$ cat src/rtl/key_event_conditioner.sv
// Key event conditioner: synchronises and debounces active-low pushbuttons and
// turns each accepted level change into a single-cycle event pulse.
module key_event_conditioner #(
    parameter int unsigned NUM_KEYS        = 3,
    parameter int unsigned DEBOUNCE_CYCLES = 500000,
    parameter int unsigned HOLD_CYCLES     = 50000000,
    parameter int unsigned CNT_W           = 32
) (
    input  logic                CLOCK_50,
    input  logic                RESET,
    input  logic [NUM_KEYS-1:0] KEY,
    output logic [NUM_KEYS-1:0] KEY_DOWN,
    output logic [NUM_KEYS-1:0] KEY_PRESS,
    output logic [NUM_KEYS-1:0] KEY_RELEASE,
    output logic [NUM_KEYS-1:0] KEY_CLICK,
    output logic [NUM_KEYS-1:0] KEY_HOLD
);

    localparam logic [CNT_W-1:0] DEB_LAST  = CNT_W'(DEBOUNCE_CYCLES - 1);
    localparam logic [CNT_W-1:0] HOLD_LAST = CNT_W'(HOLD_CYCLES - 1);

    typedef enum logic [1:0] {
        ST_UP           = 2'd0,
        ST_PRESS_WAIT   = 2'd1,
        ST_DOWN         = 2'd2,
        ST_RELEASE_WAIT = 2'd3
    } state_t;

    for (genvar g = 0; g < NUM_KEYS; g++) begin : g_key
        logic             r_sync1;
        logic             r_sync2;
        logic             w_p;
        state_t           r_state;
        state_t           w_state_nxt;
        logic [CNT_W-1:0] r_deb_cnt;
        logic [CNT_W-1:0] w_deb_cnt_nxt;
        logic [CNT_W-1:0] r_hold_cnt;
        logic [CNT_W-1:0] w_hold_cnt_nxt;
        logic             r_hold_fired;
        logic             w_hold_fired_nxt;
        logic             r_down;
        logic             r_press;
        logic             r_release;
        logic             r_click;
        logic             r_hold;
        logic             w_down_nxt;
        logic             w_press_nxt;
        logic             w_release_nxt;
        logic             w_click_nxt;
        logic             w_hold_nxt;

        // Pressed level seen by the FSM (buttons are active-low).
        assign w_p = ~r_sync2;

        // Two-flop synchroniser; resets to the released level.
        always_ff @(posedge CLOCK_50) begin
            if (RESET) begin
                r_sync1 <= 1'b1;
                r_sync2 <= 1'b1;
            end else begin
                r_sync1 <= KEY[g];
                r_sync2 <= r_sync1;
            end
        end

        // State, counters and registered event outputs.
        always_ff @(posedge CLOCK_50) begin
            if (RESET) begin
                r_state      <= ST_UP;
                r_deb_cnt    <= '0;
                r_hold_cnt   <= '0;
                r_hold_fired <= 1'b0;
                r_down       <= 1'b0;
                r_press      <= 1'b0;
                r_release    <= 1'b0;
                r_click      <= 1'b0;
                r_hold       <= 1'b0;
            end else begin
                r_state      <= w_state_nxt;
                r_deb_cnt    <= w_deb_cnt_nxt;
                r_hold_cnt   <= w_hold_cnt_nxt;
                r_hold_fired <= w_hold_fired_nxt;
                r_down       <= w_down_nxt;
                r_press      <= w_press_nxt;
                r_release    <= w_release_nxt;
                r_click      <= w_click_nxt;
                r_hold       <= w_hold_nxt;
            end
        end

        // Debounce FSM, saturating hold counter and event generation.
        always_comb begin
            w_state_nxt      = r_state;
            w_deb_cnt_nxt    = r_deb_cnt;
            w_hold_cnt_nxt   = r_hold_cnt;
            w_hold_fired_nxt = r_hold_fired;
            w_press_nxt      = 1'b0;
            w_release_nxt    = 1'b0;
            w_click_nxt      = 1'b0;
            w_hold_nxt       = 1'b0;

            // Hold timing keeps running through a release glitch.
            if (r_state == ST_DOWN || r_state == ST_RELEASE_WAIT) begin
                if (r_hold_cnt == HOLD_LAST) begin
                    if (!r_hold_fired) begin
                        w_hold_nxt       = 1'b1;
                        w_hold_fired_nxt = 1'b1;
                    end
                end else begin
                    w_hold_cnt_nxt = r_hold_cnt + CNT_W'(1);
                end
            end

            case (r_state)
                ST_UP: begin
                    if (w_p) begin
                        w_state_nxt   = ST_PRESS_WAIT;
                        w_deb_cnt_nxt = '0;
                    end
                end
                ST_PRESS_WAIT: begin
                    if (!w_p) begin
                        w_state_nxt = ST_UP;
                    end else if (r_deb_cnt == DEB_LAST) begin
                        w_state_nxt      = ST_DOWN;
                        w_press_nxt      = 1'b1;
                        w_hold_cnt_nxt   = '0;
                        w_hold_fired_nxt = 1'b0;
                    end else begin
                        w_deb_cnt_nxt = r_deb_cnt + CNT_W'(1);
                    end
                end
                ST_DOWN: begin
                    if (!w_p) begin
                        w_state_nxt   = ST_RELEASE_WAIT;
                        w_deb_cnt_nxt = '0;
                    end
                end
                ST_RELEASE_WAIT: begin
                    if (w_p) begin
                        w_state_nxt = ST_DOWN;
                    end else if (r_deb_cnt == DEB_LAST) begin
                        w_state_nxt   = ST_UP;
                        w_release_nxt = 1'b1;
                        // A hold firing on this same edge still counts as held.
                        w_click_nxt   = ~(r_hold_fired | w_hold_nxt);
                    end else begin
                        w_deb_cnt_nxt = r_deb_cnt + CNT_W'(1);
                    end
                end
                default: begin
                    w_state_nxt = ST_UP;
                end
            endcase

            w_down_nxt = (w_state_nxt == ST_DOWN) || (w_state_nxt == ST_RELEASE_WAIT);
        end

        assign KEY_DOWN[g]    = r_down;
        assign KEY_PRESS[g]   = r_press;
        assign KEY_RELEASE[g] = r_release;
        assign KEY_CLICK[g]   = r_click;
        assign KEY_HOLD[g]    = r_hold;
    end

endmodule
$ cat config.mk
export PLATFORM = sky130hd
export DESIGN_NAME = key_event_conditioner
export DESIGN_NICKNAME = d
export VERILOG_FILES = /design/src/rtl/key_event_conditioner.sv
export SDC_FILE = /design/constraint.sdc
export NUM_CORES = 1
export LEC_CHECK = 0
export BUFFER_PORTS_ARGS = -buffer_cell sky130_fd_sc_hd__buf_2
export CAP_MARGIN = 20
export CORE_UTILIZATION = 50
export DETAILED_ROUTE_END_ITERATION = 10
export PLACE_DENSITY_LB_ADDON = 0.05
export SYNTH_ARGS = -nofsm -noshare
export SYNTH_HDL_FRONTEND = slang
export SYNTH_SLANG_ARGS = --single-unit
$ cat constraint.sdc
create_clock -name CLOCK_50 -period 4.1 [get_ports CLOCK_50]
set_input_delay 0.615 -clock CLOCK_50 [delete_from_list [all_inputs] [get_ports CLOCK_50]]
set_output_delay 0.615 -clock CLOCK_50 [all_outputs]
set_load 0.005 [all_outputs]
Word-level counts from Yosys, hierarchy flattened
Index checks and enable logic that the tools add are counted.

word-level totals
  bits in registers = 222
  bits in latches = 0
  bits in writable memories = 0
  memory bits (read-only) = 0
  input port bits = 5
  output and inout bits = 15
  logic and storage cells = 192
  memories = 0

operators by class
  $add $sub $neg = 6
  multipliers = 0
  divide/modulo/power cells = 0
  magnitude comparators = 0
  equality and inequality tests = 33
  shift operators = 0
  muxes and demuxes = 81
  bitwise gates (word level) = 18
  reductions and logical operators = 21

operator list
  operator                                               count
  2-to-1 mux 32 bit                                      30
  one-hot mux 32 bit (4 select lines)                    3
  adder 32 x 1 -> 32 bit, second input constant          6
  equality test 32 x 19 -> 1 bit, second input constant  3
  equality test 32 x 26 -> 1 bit, second input constant  3
  2-to-1 mux 2 bit                                       18
  2-to-1 mux 1 bit                                       27
  equality test 2 bit, second input constant             12
  != test 2 bit, second input constant                   12
  one-hot mux 2 bit (4 select lines)                     3
  OR reduction 3 bit                                     6
  inverter 1 bit                                         15
  AND reduction 4 bit                                    3
  OR reduction 4 bit                                     3
  equality test 2 x 1 -> 1 bit, second input constant    3
  logical NOT 2 bit                                      3
  logical OR 1 bit                                       6
  OR 1 bit                                               3

Longest topological paths before layout
Gate-level depths: netlist of the first run.

  depth after elaboration = 6
  mapped depth = 8
  gate-level depth less buffers = 6

Worst setup path before layout of the first run
No wires, ideal clock.

  path type = register -> register
  start point = reg g_key[0].r_hold_cnt[8]
  end point = reg g_key[0].r_hold_cnt[29]
  library setup time = 70 ps
  arrival = 1976 ps
  required time = 4030 ps
  setup slack = 2054 ps
  cell stages (with the launch flop) = 8
  buffers on the path = 2
  clock period less this slack = 2046 ps
  path through = dfxtp_1 -> buf_2 -> nand3_4 -> nand2b_4 -> or4_1 -> buf_2 -> or4_1 -> a21oi_1

on the way
  cells in the longest elaborated chain, start to end = 6
  elaborated cells between the ends (all ways) = 7
  classes of those cells = add/sub: 1; eq/ne: 1; mux: 5

ends and longest elaborated chain
  item                                                                             RTL line  source
  from (decl)                                                                      37        logic [CNT_W-1:0] r_hold_cnt;
  from (signal assigned)                                                           81        r_hold_cnt <= w_hold_cnt_nxt;
  adder 32 x 1 -> 32 bit / equality test 32 x 26 -> 1 bit (equally long branches)  110, 104
  2-to-1 mux 32 bit (*)                                                            104       if (r_hold_cnt == HOLD_LAST) begin
  2-to-1 mux 32 bit (*)                                                            103       if (r_state == ST_DOWN || r_state == ST_RELEASE_WAIT) begin
  2-to-1 mux 32 bit                                                                124       end else if (r_deb_cnt == DEB_LAST) begin
  2-to-1 mux 32 bit                                                                122       if (!w_p) begin
  2-to-1 mux 32 bit (*)                                                            114       case (r_state)

Every way passes the cells marked *; elsewhere a longest branch is shown, timed or not.
A chain may end at the register's enable or synchronous reset.

Final worst setup path of the first run
  start point = reg g_key[2].r_state[1]
  end point = reg g_key[2].r_deb_cnt[27]

on the way
  cells in the longest elaborated chain, start to end = 3
  elaborated cells between the ends (all ways) = 10
  classes of those cells = eq/ne: 7; mux: 1; reduce/logical: 2

ends and longest elaborated chain
  item                                                  RTL line  source
  from (decl)                                           33        state_t r_state;
  from (signal assigned)                                79        r_state <= w_state_nxt;
  equality test 2 x 1 -> 1 bit (tied with other cells)  114
  != test 2 bit (no line)                               --
  AND reduction 4 bit (no line)                         --
  to (signal assigned)                                  80        r_deb_cnt <= w_deb_cnt_nxt;
  to (decl)                                             35        logic [CNT_W-1:0] r_deb_cnt;

Several ways; a longest one is shown, not always the timed one.

==> flow_metrics.tcl, run 1 <==
set metrics [dict create \
    outcome "finished, final reports clean" \
    p_per_area_mw_per_mm2 388.4 \
    path_cells "xnor2_1 > nand4_1 > nor4_1 > xnor2_1 > nor2_1" \
    die_w_um 147.3 \
    worstMarginPinSlew_ns 0.9708 \
    max-slew-margin-rel_pct 35.28 \
    cts_buffers 24 \
    drtIter0Drc 338 \
    wl_um 21730 \
    final_common_cell "dfxtp_1" \
    whs_path_depth 2 \
    power_leakage_nw 3.699 \
    critical_path_class "register to register" \
    finalWeightedCongestion 0.8064 \
    rsz0062_at_grt "false" \
    yosys_warnings 0 \
    worstSetupStartpointType "register" \
    synth_top_family_by_area "simple AND/OR/NAND/NOR gates" \
    timing.fmax_mhz 390.7 \
    fin_ws_ns 1.541 \
    drive_above_1_share_pct 7.559 \
    period_minus_slack_ns 2.559 \
    power_switching_mw 0.9288 \
    cts_hold_buf 0 \
    top_regs "g_key.r_deb_cnt: 96 flops, g_key.r_hold_cnt: 96 flops, g_key.r_state: 6 flops" \
    netlist_area_mm2 0.01056 \
    wire_per_inst_um 14.11 \
    yosys.area_share.simple_pct 34.36 \
    place_ws_ns 1.316 \
    drc 0 \
    endpoint_kind "register" \
    synth_edf_count 0 \
    die_y_um 147.3 \
    slowest_delay_ns 0.78 \
    root_buffer "clkbuf_16" \
    clkSlewWorstSetupHoldPaths_ns 0.06 \
    critPathTopFamily "simple AND/OR/NAND/NOR gates" \
    clock_power_share_pct 50.6 \
    io_buffers 19 \
    place_hpwl_um 14470 \
    worstRegToRegCells 5 \
    synth.avg_cell_area_um2 8.363 \
    grt_max_degree 34 \
    p_int_mw 3.607 \
    p_sw_share_pct 20.48 \
    ant_nets 0 \
    seqPwrFrac_pct 47.8 \
    required_ns 4.46 \
    layout_common_cells "dfxtp_1 (222), nor2_1 (184), xnor2_1 (89), nand3_1 (75), nand2_1 (75)" \
    worst-path-max-fanout 10 \
    comb_power_share_pct 1.7 \
    cp.arrival_ns 2.92 \
    setup_tns_ns 0 \
    synth_xor_area_share_pct 11.94 \
    cpMostUsedCell "xnor2_1" \
    setup_viol 0 \
    num-nets-final 1263 \
    syn_nets 1274 \
    antenna_found_initial 0 \
    cp.depth 5 \
    num-fill-cells 1915 \
    synth_seq_cells 222 \
    core_area_mm2 0.02049 \
    grt_pass1_vias 8056 \
    post-cts-setup-buffers 0 \
    rows 52 \
    grt_pass1_wl_um 38380 \
    path_buf_inv 0 \
    htree_levels 1 \
    ys_seq_area_share_pct 42.08 \
    clock_latency_ns 0.52 \
    ctsResizeCount 0 \
    synthArstFlopShare_pct 0 \
    cts_tree "yes" \
    skew_ns 0.01618 \
    synthAdderAreaFrac_pct 0.7107 \
    hp-class "primary input to register" \
    firstDrtPassIters 5 \
    synth-compound-area-share_pct 6.183 \
    clkSinkCount 222 \
    syn2layout_area_growth_pct 10.57 \
    synth_ff_type "dfxtp_1" \
    worst_path_max_delay_cell "xnor2_1" \
    synthMuxAreaShare_pct 0.5923 \
    period_share_pct 62.42 \
    grt-ovfl-total 0 \
    viasPerCell 5.622 \
    clk_path_buf_depth 3 \
    vias 8658 \
    grt.total_usage_pct 20.49 \
    antenna_cells 0 \
    initial_core_util_pct 51.54 \
    ir_worst_vdd_mv 0.2817 \
    synth_cell_type_count 46 \
    max_cap_violations 0 \
    syn_inst 1263 \
    pin_count 20 \
    hold_viol 0 \
    drv_slew 0 \
    dieArea_mm2 0.02171 \
]
==> cell type report <==
type | count | area [um^2] | area share (%)
clock buffer | 34 | 729.5 | 6.246
clock inverter | 10 | 127.6 | 1.093
inverter | 30 | 112.6 | 0.9642
multi-input combinational | 944 | 5697 | 48.78
sequential | 222 | 4444 | 38.05
tap | 270 | 337.8 | 2.893
timing repair buffer | 30 | 230.2 | 1.971
==> power groups by stage <==
stage	Combinational (mW)	Clock [mW]	Sequential (mW)
floorplan	0.0504	0	2.21
global placement	0.0655	0	2.21
detailed placement	0.0657	0	2.21
CTS	0.0656	2.35	2.17
global route	0.0835	2.44	2.16
finish	0.0750	2.29	2.17
==> cells in the mapped netlist (29+ instances only) <==
master	number	area share, %
xor2_1	55	4.6
nand3_1	75	3.6
inv_1	30	1.1
nor4_1	57	3.4
dfxtp_1	222	42
nand4_1	64	3.8
a21oi_1	47	2.2
nor2_1	184	6.5
nor3_1	59	2.8
clkbuf_1	37	1.3
xnor2_1	89	7.4
nand2_1	75	2.7
and4_1	29	2.4
o21ai_0	31	1.5
==> per-stage QoR <==
stage / instances / hold slack (ns) / area (um^2) / utilization, % / power (mW)
global placement: 1491 / 0.3913 / 10730 / 52.36 / 2.279
global route: 1540 / 0.2774 / 11680 / 56.98 / 4.685
finish: 1540 / 0.2948 / 11680 / 56.98 / 4.536
detailed placement: 1491 / 0.4035 / 10730 / 52.36 / 2.280
CTS: 1535 / 0.2775 / 11590 / 56.54 / 4.582
floorplan: 1263 / 0.3895 / 10560 / - / 2.262
==> path summary, 6_finish.rpt <==
check | start | end | slack (ns)
min reg2reg | g_key[1].r_sync1 | g_key[1].r_sync2 | 0.41
max reg2reg | g_key[2].r_state[1] | g_key[2].r_deb_cnt[27] | 1.54
min | KEY[2] | g_key[2].r_sync1 | 0.29
max | g_key[2].r_state[1] | g_key[2].r_deb_cnt[27] | 1.54
==> cells by family after synthesis <==
logic type               Yosys count
AND/OR/NAND/NOR                  677
flip-flops                       222
XOR/XNOR                         144
AO/OA/AOI/OAI                    111
buffers and inverters             97
multiplexers                       6
adder cells (fa/ha/maj)            6
==> layer usage <==
layer  track usage (%)  share of wire, %  vias up
met2             32.95                45      115
met4             5.103               2.0        0
met3             2.888               3.4       30
met5                 0                 0        -
met1             28.83                50     4009
li1                  -                 -     4504
No activity file was read; power rests on OpenSTA's default activity.
==> run 2, diff against run 1 <==
- clock period: 4.1 -> 2.27 ns (I/O delays scaled with it)
==> run 2 against run 1 <==
Clock power grew 75%. Non-clock buffer count rose by 37. Worst setup slack lost 1.4 ns. Critical path type unchanged. Largest power group unchanged.
==> flow_metrics.tcl, run 2 (synthesized netlist as in run 1, its figures left out) <==
set metrics [dict create \
    outcome "finished, final reports clean" \
    place_hpwl_um 14860 \
    drc 0 \
    core_area_mm2 0.02049 \
    clkSinkCount 222 \
    critical_path_class "register to register" \
    setup_viol 0 \
    io_buffers 19 \
    syn2layout_area_growth_pct 13.22 \
    drive_above_1_share_pct 10.18 \
    endpoint_kind "register" \
    period_share_pct 93.73 \
    ff2ff_setup_slack_ns 0.14 \
    fin_ws_ns 0.1424 \
    worstSetupStartpointType "register" \
    wl_um 22080 \
    die_w_um 147.3 \
    cp.arrival_ns 2.57 \
    drtIter0Drc 340 \
    comb_power_share_pct 1.9 \
    timing.fmax_mhz 470.0 \
    place_area_mm2 0.01105 \
    initial_core_util_pct 51.54 \
    grt_pass1_wl_um 38780 \
    worstMarginPinSlew_ns 0.5262 \
    cts_tree "yes" \
    antenna_found_initial 0 \
    drv_slew 0 \
    finalWeightedCongestion 0.8326 \
    rows 52 \
    design_area_mm2 0.01196 \
    grt.total_usage_pct 20.88 \
    cts_buffers 24 \
    period_minus_slack_ns 2.128 \
    htree_levels 1 \
    power_leakage_nw 3.888 \
    grt_max_degree 34 \
    post-cts-setup-buffers 0 \
    grt-ovfl-total 0 \
    hp-class "primary input to register" \
    top_regs "g_key.r_deb_cnt: 96 flops, g_key.r_hold_cnt: 96 flops, g_key.r_state: 6 flops" \
    clock_power_share_pct 49.6 \
    final_common_cell "dfxtp_1" \
    place_ws_ns -0.02262 \
    clkSlewWorstSetupHoldPaths_ns 0.06 \
    worst-path-max-fanout 7 \
    max_cap_violations 0 \
    rsz0062_at_grt "false" \
    num-nets-final 1300 \
    p_int_mw 6.383 \
    antenna_cells 0 \
    required_ns 2.71 \
    grt_pass1_vias 8342 \
    p_sw_share_pct 20.82 \
    die_y_um 147.3 \
    clock_latency_ns 0.53 \
    ant_nets 0 \
    max-slew-margin-rel_pct 64.90 \
    root_buffer "clkbuf_16" \
    holdWs_ns 0.1792 \
    power_switching_mw 1.678 \
    firstDrtPassIters 5 \
    clk_path_buf_depth 3 \
    dieArea_mm2 0.02171 \
    hold_viol 0 \
    pin_count 20 \
    viasPerCell 5.571 \
    ir_worst_vdd_mv 0.5866 \
    skew_ns 0.02526 \
    vias 8780 \
    wire_per_inst_um 14.01 \
    setup_tns_ns 0 \
    p_per_area_mw_per_mm2 674.1 \
    seqPwrFrac_pct 48.5 \
    layout_common_cells "dfxtp_1 (220), nor2_1 (184), xnor2_1 (88), nand3_1 (75), nand2_1 (75)" \
]
==> run 2: cell count changes in the layout (fill, tap and decap cells not counted), moves of 2 or more <==
cell           change
buf_12             +3
buf_16             -2
buf_4             +34
dfxtp_1            -2
dfxtp_2            +2
dlygate4sd3_1      +3
==> run 2: final cells by class <==
type	instances	area (um^2)
tap	270	337.8
clock inverter	8	101.3
sequential	222	4447
timing repair buffer	67	515.5
fill	1899	8536
clock buffer	35	721.9
multi-input combinational	944	5723
inverter	30	112.6
==> run 2: metal layers <==
metal	vias up	global-route usage, %	part of all wire (%)
li1	4561	-	-
met1	4086	27.78	49
met2	105	35.66	46
met3	28	2.981	3.3
met4	0	4.742	1.8
met5	-	0	0
==> run 2: what timing repair did <==
action                                  4_1_cts  5_1_grt
hold buffers                                  2        1
cloned                                        0        0
endpoints found under the setup margin        5        5
gates resized for setup                       1        5
hold endpoints to repair                      2        1
==> run 2: power by group through the flow <==
| stage | sequential [mW] | clock, mW | combinational (mW) |
|---|---|---|---|
| final | 3.91 | 4.00 | 0.150 |
| after global routing | 3.91 | 4.29 | 0.166 |
| after CTS | 3.91 | 4.11 | 0.143 |
| after detailed placement | 4.00 | 0 | 0.140 |
| after global placement | 4.00 | 0 | 0.140 |
| after floorplan | 4.00 | 0 | 0.0910 |
==> run 2: worst max-delay path: stages, from the launching register on <==
cell and delay (ns):
dfxtp_1 0.41, and4_1 0.31, nand4_1 0.11, or4_1 0.54
or4_1 0.55, a21oi_1 0.15
==> run 2: final timing paths <==
| path | from | end | cells past startpoint |
|---|---|---|---|
| worst max-delay path | g_key[0].r_hold_cnt[2] | g_key[0].r_hold_cnt[31] | 5 |
| worst max register to register | g_key[0].r_hold_cnt[2] | g_key[0].r_hold_cnt[31] | 5 |
| worst min register to register | g_key[1].r_sync1 | g_key[1].r_sync2 | 1 |
| worst min-delay path | RESET | g_key[0].r_state[1] | 2 |
==> run 2: metrics by stage <==
stage	power [mW]	utilization (%)	cells
final	8.062	58.35	1576
after global routing	8.362	58.35	1576
after CTS	8.167	58.05	1573
after detailed placement	4.138	53.90	1528
after global placement	4.138	53.90	1528
after floorplan	4.086	-	1263
==> run 3, diff against run 2 <==
- CORE_ASPECT_RATIO: default -> 0.5
==> run 3 against run 2 <==
Count of clock-buffer cells in the layout shrank 3. Flip-flop and latch count stayed put. Via count rose by 0.26%. Final area is 1.7% lower. Clock power shrank 15%. Hold slack worse by 0.14 ns. Worst setup slack better by 0.0074 ns. First-iteration DRC count increased by 86%. Fmax is 0.35% higher. Clock skew is 0.017 ns lower.
==> flow_metrics.tcl, run 3 (synthesized netlist as in run 1, its figures left out) <==
set metrics [dict create \
    outcome "finished, final reports clean" \
    grt_max_degree 34 \
    firstDrtPassIters 4 \
    dieArea_mm2 0.02175 \
    setup_viol 0 \
    htree_levels 1 \
    cts_tree "yes" \
    dp.cells 1530 \
    antenna_found_initial 0 \
    clock_latency_ns 0.51 \
    clkSlewWorstSetupHoldPaths_ns 0.06 \
    critical_path_class "register to register" \
    clkSinkCount 222 \
    timing.fmax_mhz 471.7 \
    drtIter0Drc 633 \
    num-fill-cells 1862 \
    worst-path-max-fanout 6 \
    final_cells 1570 \
    top_regs "g_key.r_deb_cnt: 96 flops, g_key.r_hold_cnt: 96 flops, g_key.r_state: 6 flops" \
    power_switching_mw 1.602 \
    syn2layout_area_growth_pct 11.24 \
    num-nets-final 1294 \
    rows 37 \
    routed-wl-met3_um 708 \
    post-cts-setup-buffers 0 \
    worstMarginPinSlew_ns 0.5314 \
    hold_viol 0 \
    p_per_area_mw_per_mm2 636.5 \
    place_area_mm2 0.01104 \
    max-slew-margin-rel_pct 64.27 \
    comb_power_share_pct 2.0 \
    required_ns 2.70 \
    viasPerCell 5.607 \
    top_layer "met4" \
    grt_pass1_wl_um 38690 \
    design_area_mm2 0.01175 \
    final_core_utilization_pct 56.91 \
    endpoint_kind "register" \
    p_sw_share_pct 21.42 \
    wl_met1_um 11610 \
    fin_ws_ns 0.1498 \
    seqPwrFrac_pct 52.3 \
    grt-ovfl-total 0 \
    skew_ns 0.007786 \
    wl_um 22450 \
    wire_per_inst_um 14.30 \
    wl_met2_um 9691 \
    drv_slew 0 \
    layout_common_cells "dfxtp_1 (222), nor2_1 (184), xnor2_1 (87), nand3_1 (75), nand2_1 (75)" \
    max_cap_violations 0 \
    io_buffers 19 \
    initial_core_util_pct 51.16 \
    grt_pass1_vias 8037 \
    hp-class "primary input to register" \
    root_buffer "clkbuf_16" \
    final_common_cell "dfxtp_1" \
    pin_count 20 \
    die_y_um 104.8 \
    power_leakage_nw 3.769 \
    antenna_cells 0 \
    clock_power_share_pct 45.7 \
    die_w_um 207.6 \
    rsz0062_at_grt "false" \
    p_int_mw 5.877 \
    place_hpwl_um 15470 \
    grt.total_usage_pct 20.97 \
    ant_nets 0 \
    cp.arrival_ns 2.56 \
    core_area_mm2 0.02065 \
    vias 8803 \
    drc 0 \
    place_ws_ns -0.02642 \
    finalWeightedCongestion 0.8532 \
    worstSetupStartpointType "register" \
    ir_worst_vdd_mv 0.3634 \
    period_share_pct 93.40 \
    clk_path_buf_depth 3 \
    period_minus_slack_ns 2.120 \
    cts_buffers 21 \
    drive_above_1_share_pct 9.175 \
]
## run 3: what timing repair did
action / 4_1_cts / 5_1_grt
hold buffers: 2 / 0
resized for setup: 1 / 3
hold endpoints to repair: 2 / 0
endpoints found under the setup margin: 5 / 6
## run 3: final timing paths
check                           slack (ns)                   start  cells after the start                 endpoint
worst min register to register        0.42        g_key[2].r_sync1                      1         g_key[2].r_sync2
worst max register to register        0.15  g_key[0].r_hold_cnt[9]                      5  g_key[0].r_hold_cnt[31]
worst min-delay path                  0.04                  KEY[2]                      2         g_key[2].r_sync1
worst max-delay path                  0.15  g_key[0].r_hold_cnt[9]                      5  g_key[0].r_hold_cnt[31]
## run 3: critical path: stages (launching register included)
cell and delay (ns):
dfxtp_1 0.47, nand3_4 0.10, nand2b_4 0.18, or4_1 0.61
or4_1 0.54, a21oi_1 0.15
## run 3: layout make-up
type | count | area (um^2) | share of cell area, %
clock inverters | 5 | 50.05 | 0.4259
clock buffers | 32 | 596.8 | 5.079
well taps | 273 | 341.6 | 2.907
flip-flops and latches | 222 | 4444 | 37.82
multi-input cells | 944 | 5722 | 48.70
inverters | 30 | 112.6 | 0.9584
repair buffers | 64 | 483.0 | 4.110
## run 3: power by group through the flow
stage / registers (mW) / clock network (mW) / logic, mW
after floorplan: 4.00 / 0 / 0.0910
after global placement: 4.00 / 0 / 0.143
after detailed placement: 4.00 / 0 / 0.143
after CTS: 3.91 / 3.52 / 0.147
after global routing: 3.91 / 3.67 / 0.164
final: 3.91 / 3.42 / 0.148
## run 3: layer usage
metal	global-route usage, %	vias to the layer above
met5	0	-
met4	5.171	0
met3	3.637	36
met2	32.68	108
met1	30.00	4130
li1	-	4529
## run 3: stage by stage
stage / hold slack (ns) / setup TNS (ns) / power, mW
4_1_cts: 0.02684 / 0 / 7.578
3_3_place_gp: 0.3962 / 0 / 4.139
6_report: 0.04316 / 0 / 7.479
2_1_floorplan: 0.3895 / 0 / 4.086
5_1_grt: 0.02709 / 0 / 7.740
3_5_place_dp: 0.4022 / -0.03876 / 4.141
